**config.mk**
```make
export PLATFORM = sky130hd
export DESIGN_NAME = id_ex_stage_flat
export DESIGN_NICKNAME = d
export VERILOG_FILES = /design/src/rtl/id_ex_stage_if.sv /design/src/rtl/id_ex_stage.sv /design/src/flat_wrapper.sv
export SDC_FILE = /design/constraint.sdc
export NUM_CORES = 1
export LEC_CHECK = 0
export CAP_MARGIN = 15
export CORE_ASPECT_RATIO = 0.75
export CORE_UTILIZATION = 45
export DETAILED_ROUTE_END_ITERATION = 7
export PLACE_DENSITY = 0.84
export SLEW_MARGIN = 15
export SYNTH_ARGS = -nofsm -noshare
export SYNTH_HDL_FRONTEND = slang
export SYNTH_SLANG_ARGS = --single-unit
```
**constraint.sdc**
```tcl
create_clock -name clk -period 3.8 [get_ports clk]
set_input_delay 0.76 -clock clk [delete_from_list [all_inputs] [get_ports clk]]
set_output_delay 0.76 -clock clk [all_outputs]
set_load 0.01 [all_outputs]
```
**src/rtl/id_ex_stage_if.sv**
```systemverilog
// Decode-to-EX bundle: decoded fields, freeze/flush, forwarding sources, ALU drive and stall request.
// The stage connects through `slave`; decode and the back end sit on `master`.
interface id_ex_stage_if;
  logic        id_valid, id_reg_write, id_mem_read, id_mem_write;
  logic        id_branch, id_alu_src, id_shift_sel, id_uses_rt;
  logic [3:0]  id_ctrl;
  logic [31:0] id_rs_data, id_rt_data, id_imm;
  logic [4:0]  id_shamt, id_rs, id_rt, id_rd;
  logic        hold_i, flush_i;
  logic        exmem_reg_write;
  logic [4:0]  exmem_rd;
  logic [31:0] exmem_result;
  logic        memwb_reg_write;
  logic [4:0]  memwb_rd;
  logic [31:0] memwb_data;
  logic [3:0]  alu_ctrl;
  logic [31:0] alu_in_0, alu_in_1;
  logic        ex_valid, ex_reg_write, ex_mem_read, ex_mem_write, ex_branch;
  logic [4:0]  ex_rd;
  logic [31:0] ex_store_data;
  logic        load_use_o;

  modport master (
    output id_valid, id_reg_write, id_mem_read, id_mem_write, id_branch, id_alu_src,
           id_shift_sel, id_uses_rt, id_ctrl, id_rs_data, id_rt_data, id_imm, id_shamt,
           id_rs, id_rt, id_rd, hold_i, flush_i, exmem_reg_write, exmem_rd, exmem_result,
           memwb_reg_write, memwb_rd, memwb_data,
    input  alu_ctrl, alu_in_0, alu_in_1, ex_valid, ex_reg_write, ex_mem_read, ex_mem_write,
           ex_branch, ex_rd, ex_store_data, load_use_o
  );

  modport slave (
    input  id_valid, id_reg_write, id_mem_read, id_mem_write, id_branch, id_alu_src,
           id_shift_sel, id_uses_rt, id_ctrl, id_rs_data, id_rt_data, id_imm, id_shamt,
           id_rs, id_rt, id_rd, hold_i, flush_i, exmem_reg_write, exmem_rd, exmem_result,
           memwb_reg_write, memwb_rd, memwb_data,
    output alu_ctrl, alu_in_0, alu_in_1, ex_valid, ex_reg_write, ex_mem_read, ex_mem_write,
           ex_branch, ex_rd, ex_store_data, load_use_o
  );
endinterface

```
**src/rtl/id_ex_stage.sv**
```systemverilog
// ID/EX register with EX/MEM and MEM/WB forwarding, ALU operand select and load-use detection.
// One cycle id_* -> ex_*; hold freezes fields but refreshes operand data; load-use inserts one bubble.
module id_ex_stage (
  input logic          clk,
  input logic          rst,
  id_ex_stage_if.slave bus
);
  typedef struct packed {
    logic        valid;
    logic        reg_write;
    logic        mem_read;
    logic        mem_write;
    logic        branch;
    logic        alu_src;
    logic        shift_sel;
    logic [3:0]  ctrl;
    logic [31:0] rs_data;
    logic [31:0] rt_data;
    logic [31:0] imm;
    logic [4:0]  shamt;
    logic [4:0]  rs;
    logic [4:0]  rt;
    logic [4:0]  rd;
  } stage_t;

  stage_t      q, cap;
  logic [31:0] fwd_a, fwd_b;
  logic        load_use, var_shift;

  function automatic logic [31:0] fwd_sel(
    input logic [4:0]  idx,
    input logic [31:0] stored,
    input logic        em_we,
    input logic [4:0]  em_rd,
    input logic [31:0] em_dat,
    input logic        mw_we,
    input logic [4:0]  mw_rd,
    input logic [31:0] mw_dat
  );
    if (em_we && em_rd != 5'd0 && em_rd == idx)      return em_dat;
    else if (mw_we && mw_rd != 5'd0 && mw_rd == idx) return mw_dat;
    else                                             return stored;
  endfunction

  always_comb begin
    cap           = '0;
    cap.valid     = bus.id_valid;
    cap.reg_write = bus.id_reg_write;
    cap.mem_read  = bus.id_mem_read;
    cap.mem_write = bus.id_mem_write;
    cap.branch    = bus.id_branch;
    cap.alu_src   = bus.id_alu_src;
    cap.shift_sel = bus.id_shift_sel;
    cap.ctrl      = bus.id_ctrl;
    cap.rs_data   = bus.id_rs_data;
    cap.rt_data   = bus.id_rt_data;
    cap.imm       = bus.id_imm;
    cap.shamt     = bus.id_shamt;
    cap.rs        = bus.id_rs;
    cap.rt        = bus.id_rt;
    cap.rd        = bus.id_rd;
  end

  assign fwd_a = fwd_sel(q.rs, q.rs_data, bus.exmem_reg_write, bus.exmem_rd, bus.exmem_result,
                         bus.memwb_reg_write, bus.memwb_rd, bus.memwb_data);
  assign fwd_b = fwd_sel(q.rt, q.rt_data, bus.exmem_reg_write, bus.exmem_rd, bus.exmem_result,
                         bus.memwb_reg_write, bus.memwb_rd, bus.memwb_data);

  // A frozen back end cannot drain the load, so no stall is requested while holding.
  assign load_use = q.valid && q.mem_read && (q.rd != 5'd0) && bus.id_valid && !bus.hold_i &&
                    ((q.rd == bus.id_rs) || (bus.id_uses_rt && q.rd == bus.id_rt));

  // Refreshing operand data during hold keeps a value that retires from WB mid-freeze.
  always_ff @(posedge clk) begin
    if (rst || bus.flush_i) begin
      q <= '0;
    end else if (bus.hold_i) begin
      q.rs_data <= fwd_a;
      q.rt_data <= fwd_b;
    end else if (load_use) begin
      q <= '0;
    end else begin
      q <= cap;
    end
  end

  assign var_shift = (q.ctrl == 4'b1010) || (q.ctrl == 4'b1011) || (q.ctrl == 4'b1100);

  assign bus.alu_ctrl      = q.ctrl;
  assign bus.alu_in_0      = q.shift_sel ? {27'b0, q.shamt} :
                             var_shift   ? {27'b0, fwd_a[4:0]} : fwd_a;
  assign bus.alu_in_1      = q.alu_src ? q.imm : fwd_b;
  assign bus.ex_store_data = fwd_b;
  assign bus.ex_valid      = q.valid;
  assign bus.ex_reg_write  = q.reg_write;
  assign bus.ex_mem_read   = q.mem_read;
  assign bus.ex_mem_write  = q.mem_write;
  assign bus.ex_branch     = q.branch;
  assign bus.ex_rd         = q.rd;
  assign bus.load_use_o    = load_use;
endmodule

```
**src/flat_wrapper.sv**
```systemverilog
// flat-port wrapper written by rule: the top's interface ports become plain ports
module id_ex_stage_flat 
  (clk, rst, bus_id_valid, bus_id_reg_write, bus_id_mem_read, bus_id_mem_write, bus_id_branch, bus_id_alu_src, bus_id_shift_sel, bus_id_uses_rt, bus_id_ctrl, bus_id_rs_data, bus_id_rt_data, bus_id_imm, bus_id_shamt, bus_id_rs, bus_id_rt, bus_id_rd, bus_hold_i, bus_flush_i, bus_exmem_reg_write, bus_exmem_rd, bus_exmem_result, bus_memwb_reg_write, bus_memwb_rd, bus_memwb_data, bus_alu_ctrl, bus_alu_in_0, bus_alu_in_1, bus_ex_valid, bus_ex_reg_write, bus_ex_mem_read, bus_ex_mem_write, bus_ex_branch, bus_ex_rd, bus_ex_store_data, bus_load_use_o);
  id_ex_stage_if bus_i ();
  input logic clk;
  input logic rst;
  input wire logic [$bits(bus_i.id_valid)-1:0] bus_id_valid;
  input wire logic [$bits(bus_i.id_reg_write)-1:0] bus_id_reg_write;
  input wire logic [$bits(bus_i.id_mem_read)-1:0] bus_id_mem_read;
  input wire logic [$bits(bus_i.id_mem_write)-1:0] bus_id_mem_write;
  input wire logic [$bits(bus_i.id_branch)-1:0] bus_id_branch;
  input wire logic [$bits(bus_i.id_alu_src)-1:0] bus_id_alu_src;
  input wire logic [$bits(bus_i.id_shift_sel)-1:0] bus_id_shift_sel;
  input wire logic [$bits(bus_i.id_uses_rt)-1:0] bus_id_uses_rt;
  input wire logic [$bits(bus_i.id_ctrl)-1:0] bus_id_ctrl;
  input wire logic [$bits(bus_i.id_rs_data)-1:0] bus_id_rs_data;
  input wire logic [$bits(bus_i.id_rt_data)-1:0] bus_id_rt_data;
  input wire logic [$bits(bus_i.id_imm)-1:0] bus_id_imm;
  input wire logic [$bits(bus_i.id_shamt)-1:0] bus_id_shamt;
  input wire logic [$bits(bus_i.id_rs)-1:0] bus_id_rs;
  input wire logic [$bits(bus_i.id_rt)-1:0] bus_id_rt;
  input wire logic [$bits(bus_i.id_rd)-1:0] bus_id_rd;
  input wire logic [$bits(bus_i.hold_i)-1:0] bus_hold_i;
  input wire logic [$bits(bus_i.flush_i)-1:0] bus_flush_i;
  input wire logic [$bits(bus_i.exmem_reg_write)-1:0] bus_exmem_reg_write;
  input wire logic [$bits(bus_i.exmem_rd)-1:0] bus_exmem_rd;
  input wire logic [$bits(bus_i.exmem_result)-1:0] bus_exmem_result;
  input wire logic [$bits(bus_i.memwb_reg_write)-1:0] bus_memwb_reg_write;
  input wire logic [$bits(bus_i.memwb_rd)-1:0] bus_memwb_rd;
  input wire logic [$bits(bus_i.memwb_data)-1:0] bus_memwb_data;
  output wire logic [$bits(bus_i.alu_ctrl)-1:0] bus_alu_ctrl;
  output wire logic [$bits(bus_i.alu_in_0)-1:0] bus_alu_in_0;
  output wire logic [$bits(bus_i.alu_in_1)-1:0] bus_alu_in_1;
  output wire logic [$bits(bus_i.ex_valid)-1:0] bus_ex_valid;
  output wire logic [$bits(bus_i.ex_reg_write)-1:0] bus_ex_reg_write;
  output wire logic [$bits(bus_i.ex_mem_read)-1:0] bus_ex_mem_read;
  output wire logic [$bits(bus_i.ex_mem_write)-1:0] bus_ex_mem_write;
  output wire logic [$bits(bus_i.ex_branch)-1:0] bus_ex_branch;
  output wire logic [$bits(bus_i.ex_rd)-1:0] bus_ex_rd;
  output wire logic [$bits(bus_i.ex_store_data)-1:0] bus_ex_store_data;
  output wire logic [$bits(bus_i.load_use_o)-1:0] bus_load_use_o;
  assign bus_i.id_valid = bus_id_valid;
  assign bus_i.id_reg_write = bus_id_reg_write;
  assign bus_i.id_mem_read = bus_id_mem_read;
  assign bus_i.id_mem_write = bus_id_mem_write;
  assign bus_i.id_branch = bus_id_branch;
  assign bus_i.id_alu_src = bus_id_alu_src;
  assign bus_i.id_shift_sel = bus_id_shift_sel;
  assign bus_i.id_uses_rt = bus_id_uses_rt;
  assign bus_i.id_ctrl = bus_id_ctrl;
  assign bus_i.id_rs_data = bus_id_rs_data;
  assign bus_i.id_rt_data = bus_id_rt_data;
  assign bus_i.id_imm = bus_id_imm;
  assign bus_i.id_shamt = bus_id_shamt;
  assign bus_i.id_rs = bus_id_rs;
  assign bus_i.id_rt = bus_id_rt;
  assign bus_i.id_rd = bus_id_rd;
  assign bus_i.hold_i = bus_hold_i;
  assign bus_i.flush_i = bus_flush_i;
  assign bus_i.exmem_reg_write = bus_exmem_reg_write;
  assign bus_i.exmem_rd = bus_exmem_rd;
  assign bus_i.exmem_result = bus_exmem_result;
  assign bus_i.memwb_reg_write = bus_memwb_reg_write;
  assign bus_i.memwb_rd = bus_memwb_rd;
  assign bus_i.memwb_data = bus_memwb_data;
  assign bus_alu_ctrl = bus_i.alu_ctrl;
  assign bus_alu_in_0 = bus_i.alu_in_0;
  assign bus_alu_in_1 = bus_i.alu_in_1;
  assign bus_ex_valid = bus_i.ex_valid;
  assign bus_ex_reg_write = bus_i.ex_reg_write;
  assign bus_ex_mem_read = bus_i.ex_mem_read;
  assign bus_ex_mem_write = bus_i.ex_mem_write;
  assign bus_ex_branch = bus_i.ex_branch;
  assign bus_ex_rd = bus_i.ex_rd;
  assign bus_ex_store_data = bus_i.ex_store_data;
  assign bus_load_use_o = bus_i.load_use_o;
  id_ex_stage u_core (.clk(clk), .rst(rst), .bus(bus_i));
endmodule
```
==> implementation parameters <==
Parameter                              Value

Run status
  Result of the run    finished, violations left
  Failing checks    negative setup slack

Route
  DR DRC count    0
  DR iter-0 viols    916
  Router iterations before antenna repair    5
  Count of antenna-violating nets left after detailed routing    0
  Number of vias in the routed layout    8,340
  Vias per std cell    6.33
  Sum of routed wire length over all layers    31,100 um
  Wire length per cell    23.6 um

Logic synthesis
  Mean instance size in the synthesized netlist    9.31 um2
  Mapped Area    6900 um2
  Post-synth net total    949
  Number of standard cells after synthesis    741
  Dominant cells by area after synthesis    sky130_fd_sc_hd__dfxtp_1, sky130_fd_sc_hd__a22o_1, sky130_fd_sc_hd__mux2_2
  Warning count from the yosys run    0
  Dominant cell type by area after synthesis    sky130_fd_sc_hd__dfxtp_1
  Count of unique library cells instantiated by Yosys    35
  Fraction of synthesized cell area taken by the top area cell type    36.9%
  Seq/Total Area, Yosys    36.9%
  Flop and latch count out of synthesis    127

GRT
  Total track usage    37.9%
  Met2 track utilization from global routing    62.4%
  Global Route met1 Usage    45.7%
  Met3 Use GR    11.5%
  Wire length of the first global-routing pass    46,300 um
  Total grt overflow    0
  Via count of the first global-routing pass    8,171
  Number of antenna violations at the first check in global routing    1
  Global routing's busiest layer    met2
  Largest net degree at the start of global routing    128

Timing
  Fin worst setup slack    -0.0147 ns
  Max-slew headroom    33.2%
  Post-layout min period    3.81 ns
  Slew of the pin with the lowest slew margin    1.00 ns
  Worst Clk Skew    0.0140 ns
  Final TNS setup    -0.0213 ns
  Final Max Tran Viols    0
  Count of final hold-check violations    0
  Setup-failing EPs final    2
  Final period util    100%
  Hold_ws    0.472 ns
  Peak clock frequency supported by timing    262 MHz

Setup path
  Critical path start-end classification    input port to primary output
  Worst path required time    3.04 ns
  CP endpoint kind    primary output
  CP arrival    3.05 ns
  Critical Path Start    bus_memwb_rd[3]
  Element type at the critical path start    input port
  Biggest fanout along the worst timing path    10
  Crit Reg-Reg Startpoint    u_core.q[6]

Placed design
  Count of buffers inserted at the top-level ports    318
  Total cell area at the placement stage    10,900 um2
  Post-DP HPWL    19,900 um
  Final estimated routing congestion in global placement    0.918
  Post-placement setup slack    -0.374 ns

CTS
  Clock latency reported for the late side of the worst-skew pair    0.42 ns
  Number of buffers created by CTS    17
  CTS tree    done
  Max H-tree Level    4
  Clock-pin slew reported for the worst setup and hold paths after clock tree synthesis    0.06 ns
  Sink Count    127
  Clock buffer depth    2
  Count of hold buffers inserted by post-cts repair    0
  Clock root buffer master    sky130_fd_sc_hd__clkbuf_16

Floorplanning
  DIE HEIGHT    109 um
  Initial Utilization    47.0%
  Die width    145 um
  Row count    38
  Num ports    319
  Floorplan die area    15,800 um2
  Core Footprint    14,700 um2

Hold path
  Class of the worst hold path    flop to flop
  Start point of the worst hold path    u_core.q[40]

Pwr
  Peak supply drop    0.307 mV
  Cell Pwr Density    318 nW/um2
  Leakage dissipation    0.00514 uW

Finish
  Area growth from synthesis to layout    76.0%
  Final instance area    12,100 um2
  Net count, final    1,311
  Filler Cells Inserted    874
  Area occupied by multi-input gates    4410 um2
  Register Area    2540 um2
  Share of cells above drive strength 1    26.1%

Job
  Max-cap violations    0
per-layer routing:
layer	share of wire (%)	routed length, um
met3	11	3410
met2	47	14600
met1	38	11900
met5	0	0
met4	3.8	1200
synth_stat cells:
cell	number
sky130_fd_sc_hd__xnor2_1	20
sky130_fd_sc_hd__xor2_1	10
sky130_fd_sc_hd__nor3b_1	1
sky130_fd_sc_hd__nand2_1	8
sky130_fd_sc_hd__or3_1	2
sky130_fd_sc_hd__a22o_1	95
sky130_fd_sc_hd__o31ai_1	37
sky130_fd_sc_hd__o21ai_0	32
sky130_fd_sc_hd__dfxtp_1	127
sky130_fd_sc_hd__o2bb2ai_1	32
sky130_fd_sc_hd__or2_1	1
sky130_fd_sc_hd__o21ai_2	1
sky130_fd_sc_hd__or4_4	2
sky130_fd_sc_hd__a221oi_1	22
sky130_fd_sc_hd__a31oi_2	19
sky130_fd_sc_hd__nor2_1	37
sky130_fd_sc_hd__buf_1	5
sky130_fd_sc_hd__o21a_1	1
sky130_fd_sc_hd__and3_1	33
sky130_fd_sc_hd__buf_4	12
sky130_fd_sc_hd__nand3_1	2
sky130_fd_sc_hd__mux2_2	33
sky130_fd_sc_hd__clkbuf_1	57
sky130_fd_sc_hd__o211ai_2	1
sky130_fd_sc_hd__o211ai_1	1
sky130_fd_sc_hd__a21o_1	1
sky130_fd_sc_hd__nor3_1	62
sky130_fd_sc_hd__buf_2	20
sky130_fd_sc_hd__nand4_1	35
sky130_fd_sc_hd__or2_2	2
sky130_fd_sc_hd__o22ai_1	1
sky130_fd_sc_hd__and4b_1	1
sky130_fd_sc_hd__a31oi_1	14
sky130_fd_sc_hd__a221oi_2	10
sky130_fd_sc_hd__buf_6	4
stage by stage:
step | cells | utilization [%] | power [uW]
5_1_grt | 1317 | 82.7 | 3970
3_5_place_dp | 1266 | 74.2 | 2280
3_3_place_gp | 1266 | 74.2 | 2270
6_report | 1317 | 82.7 | 3860
4_1_cts | 1314 | 81.2 | 3820
2_1_floorplan | 741 | - | 1740
critical path: stages:
cell                              delay, ns
sky130_fd_sc_hd__clkdlybuf4s50_1       0.53
sky130_fd_sc_hd__buf_4                 0.18
sky130_fd_sc_hd__xor2_1                0.21
sky130_fd_sc_hd__nor2_2                0.10
sky130_fd_sc_hd__buf_6                 0.15
sky130_fd_sc_hd__buf_4                 0.14
sky130_fd_sc_hd__and3_1                0.23
sky130_fd_sc_hd__a221oi_4              0.32
sky130_fd_sc_hd__nor3_1                0.10
sky130_fd_sc_hd__dlygate4sd2_1         0.33
report_power, final:
part / total [uW] / leakage (uW) / switching (uW) / internal (uW)
logic: 910 / 0.00384 / 409 / 501
registers: 1420 / 0.00104 / 39.2 / 1380
clock network: 1530 / 0.000259 / 675 / 858
total: 3860 / 0.00514 / 1120 / 2740
layout make-up:
type	instances	area share, %
timing repair buffer	441	36.1
clock inverter	14	0.907
clock buffer	18	3.62
multi-input combinational	516	36.3
tap	200	2.06
sequential	127	20.9
antenna	1	0.0206
cells by family (layout without fill, tap and decap cells):
kind of cell           Yosys count  count (layout)  share of synthesized area (%)
flip-flops                     127             127                           36.9
multiplexers                    33              33                           5.39
XOR/XNOR                        30              30                           3.81
AO/OA/AOI/OAI                  267             267                           32.9
buffers and inverters           98             473                           6.78
AND/OR/NAND/NOR                186             186                           14.3
other                            0               1                              0
cells in the final DEF (no fill, tap or decap), types with 33 or more instances in the layout:
| master | netlist | layout |
|---|---|---|
| sky130_fd_sc_hd__a22o_1 | 95 | 95 |
| sky130_fd_sc_hd__and3_1 | 33 | 33 |
| sky130_fd_sc_hd__buf_4 | 12 | 90 |
| sky130_fd_sc_hd__clkdlybuf4s50_1 | 0 | 215 |
| sky130_fd_sc_hd__dfxtp_1 | 127 | 126 |
| sky130_fd_sc_hd__dlygate4sd2_1 | 0 | 69 |
| sky130_fd_sc_hd__mux2_2 | 33 | 33 |
| sky130_fd_sc_hd__nand4_1 | 35 | 35 |
| sky130_fd_sc_hd__nor2_1 | 37 | 34 |
| sky130_fd_sc_hd__nor3_1 | 62 | 57 |
sequential cells by signal, indices dropped and copies added (netlist names):
name,flops
u_core.bus.ex_mem_write,1
u_core.q,113
u_core.bus.ex_reg_write,1
u_core.bus.ex_rd,5
u_core.bus.ex_valid,1
u_core.bus.ex_mem_read,1
u_core.bus.alu_ctrl,4
u_core.bus.ex_branch,1
timing repair:
| item | CTS | global route |
|---|---|---|
| endpoints found under the hold margin | 0 | 0 |
| buffers inserted | 12 | 2 |
| gates resized for setup | 160 | 57 |
| endpoints found under the setup margin | 96 | 49 |
| gates cloned | 4 | 1 |
| pin swaps | 14 | 9 |
path summary, 6_finish.rpt:
kind / endpoint / slack (ns) / depth (start not counted)
worst min-delay path: u_core.q[40] / 0.47 / 1
worst min register to register: u_core.q[40] / 0.47 / 1
worst max register to register: u_core.q[82] / 1.54 / 9
worst max-delay path: bus_alu_in_0[7] / -0.01 / 10
Power figures use the tool's default switching activity.
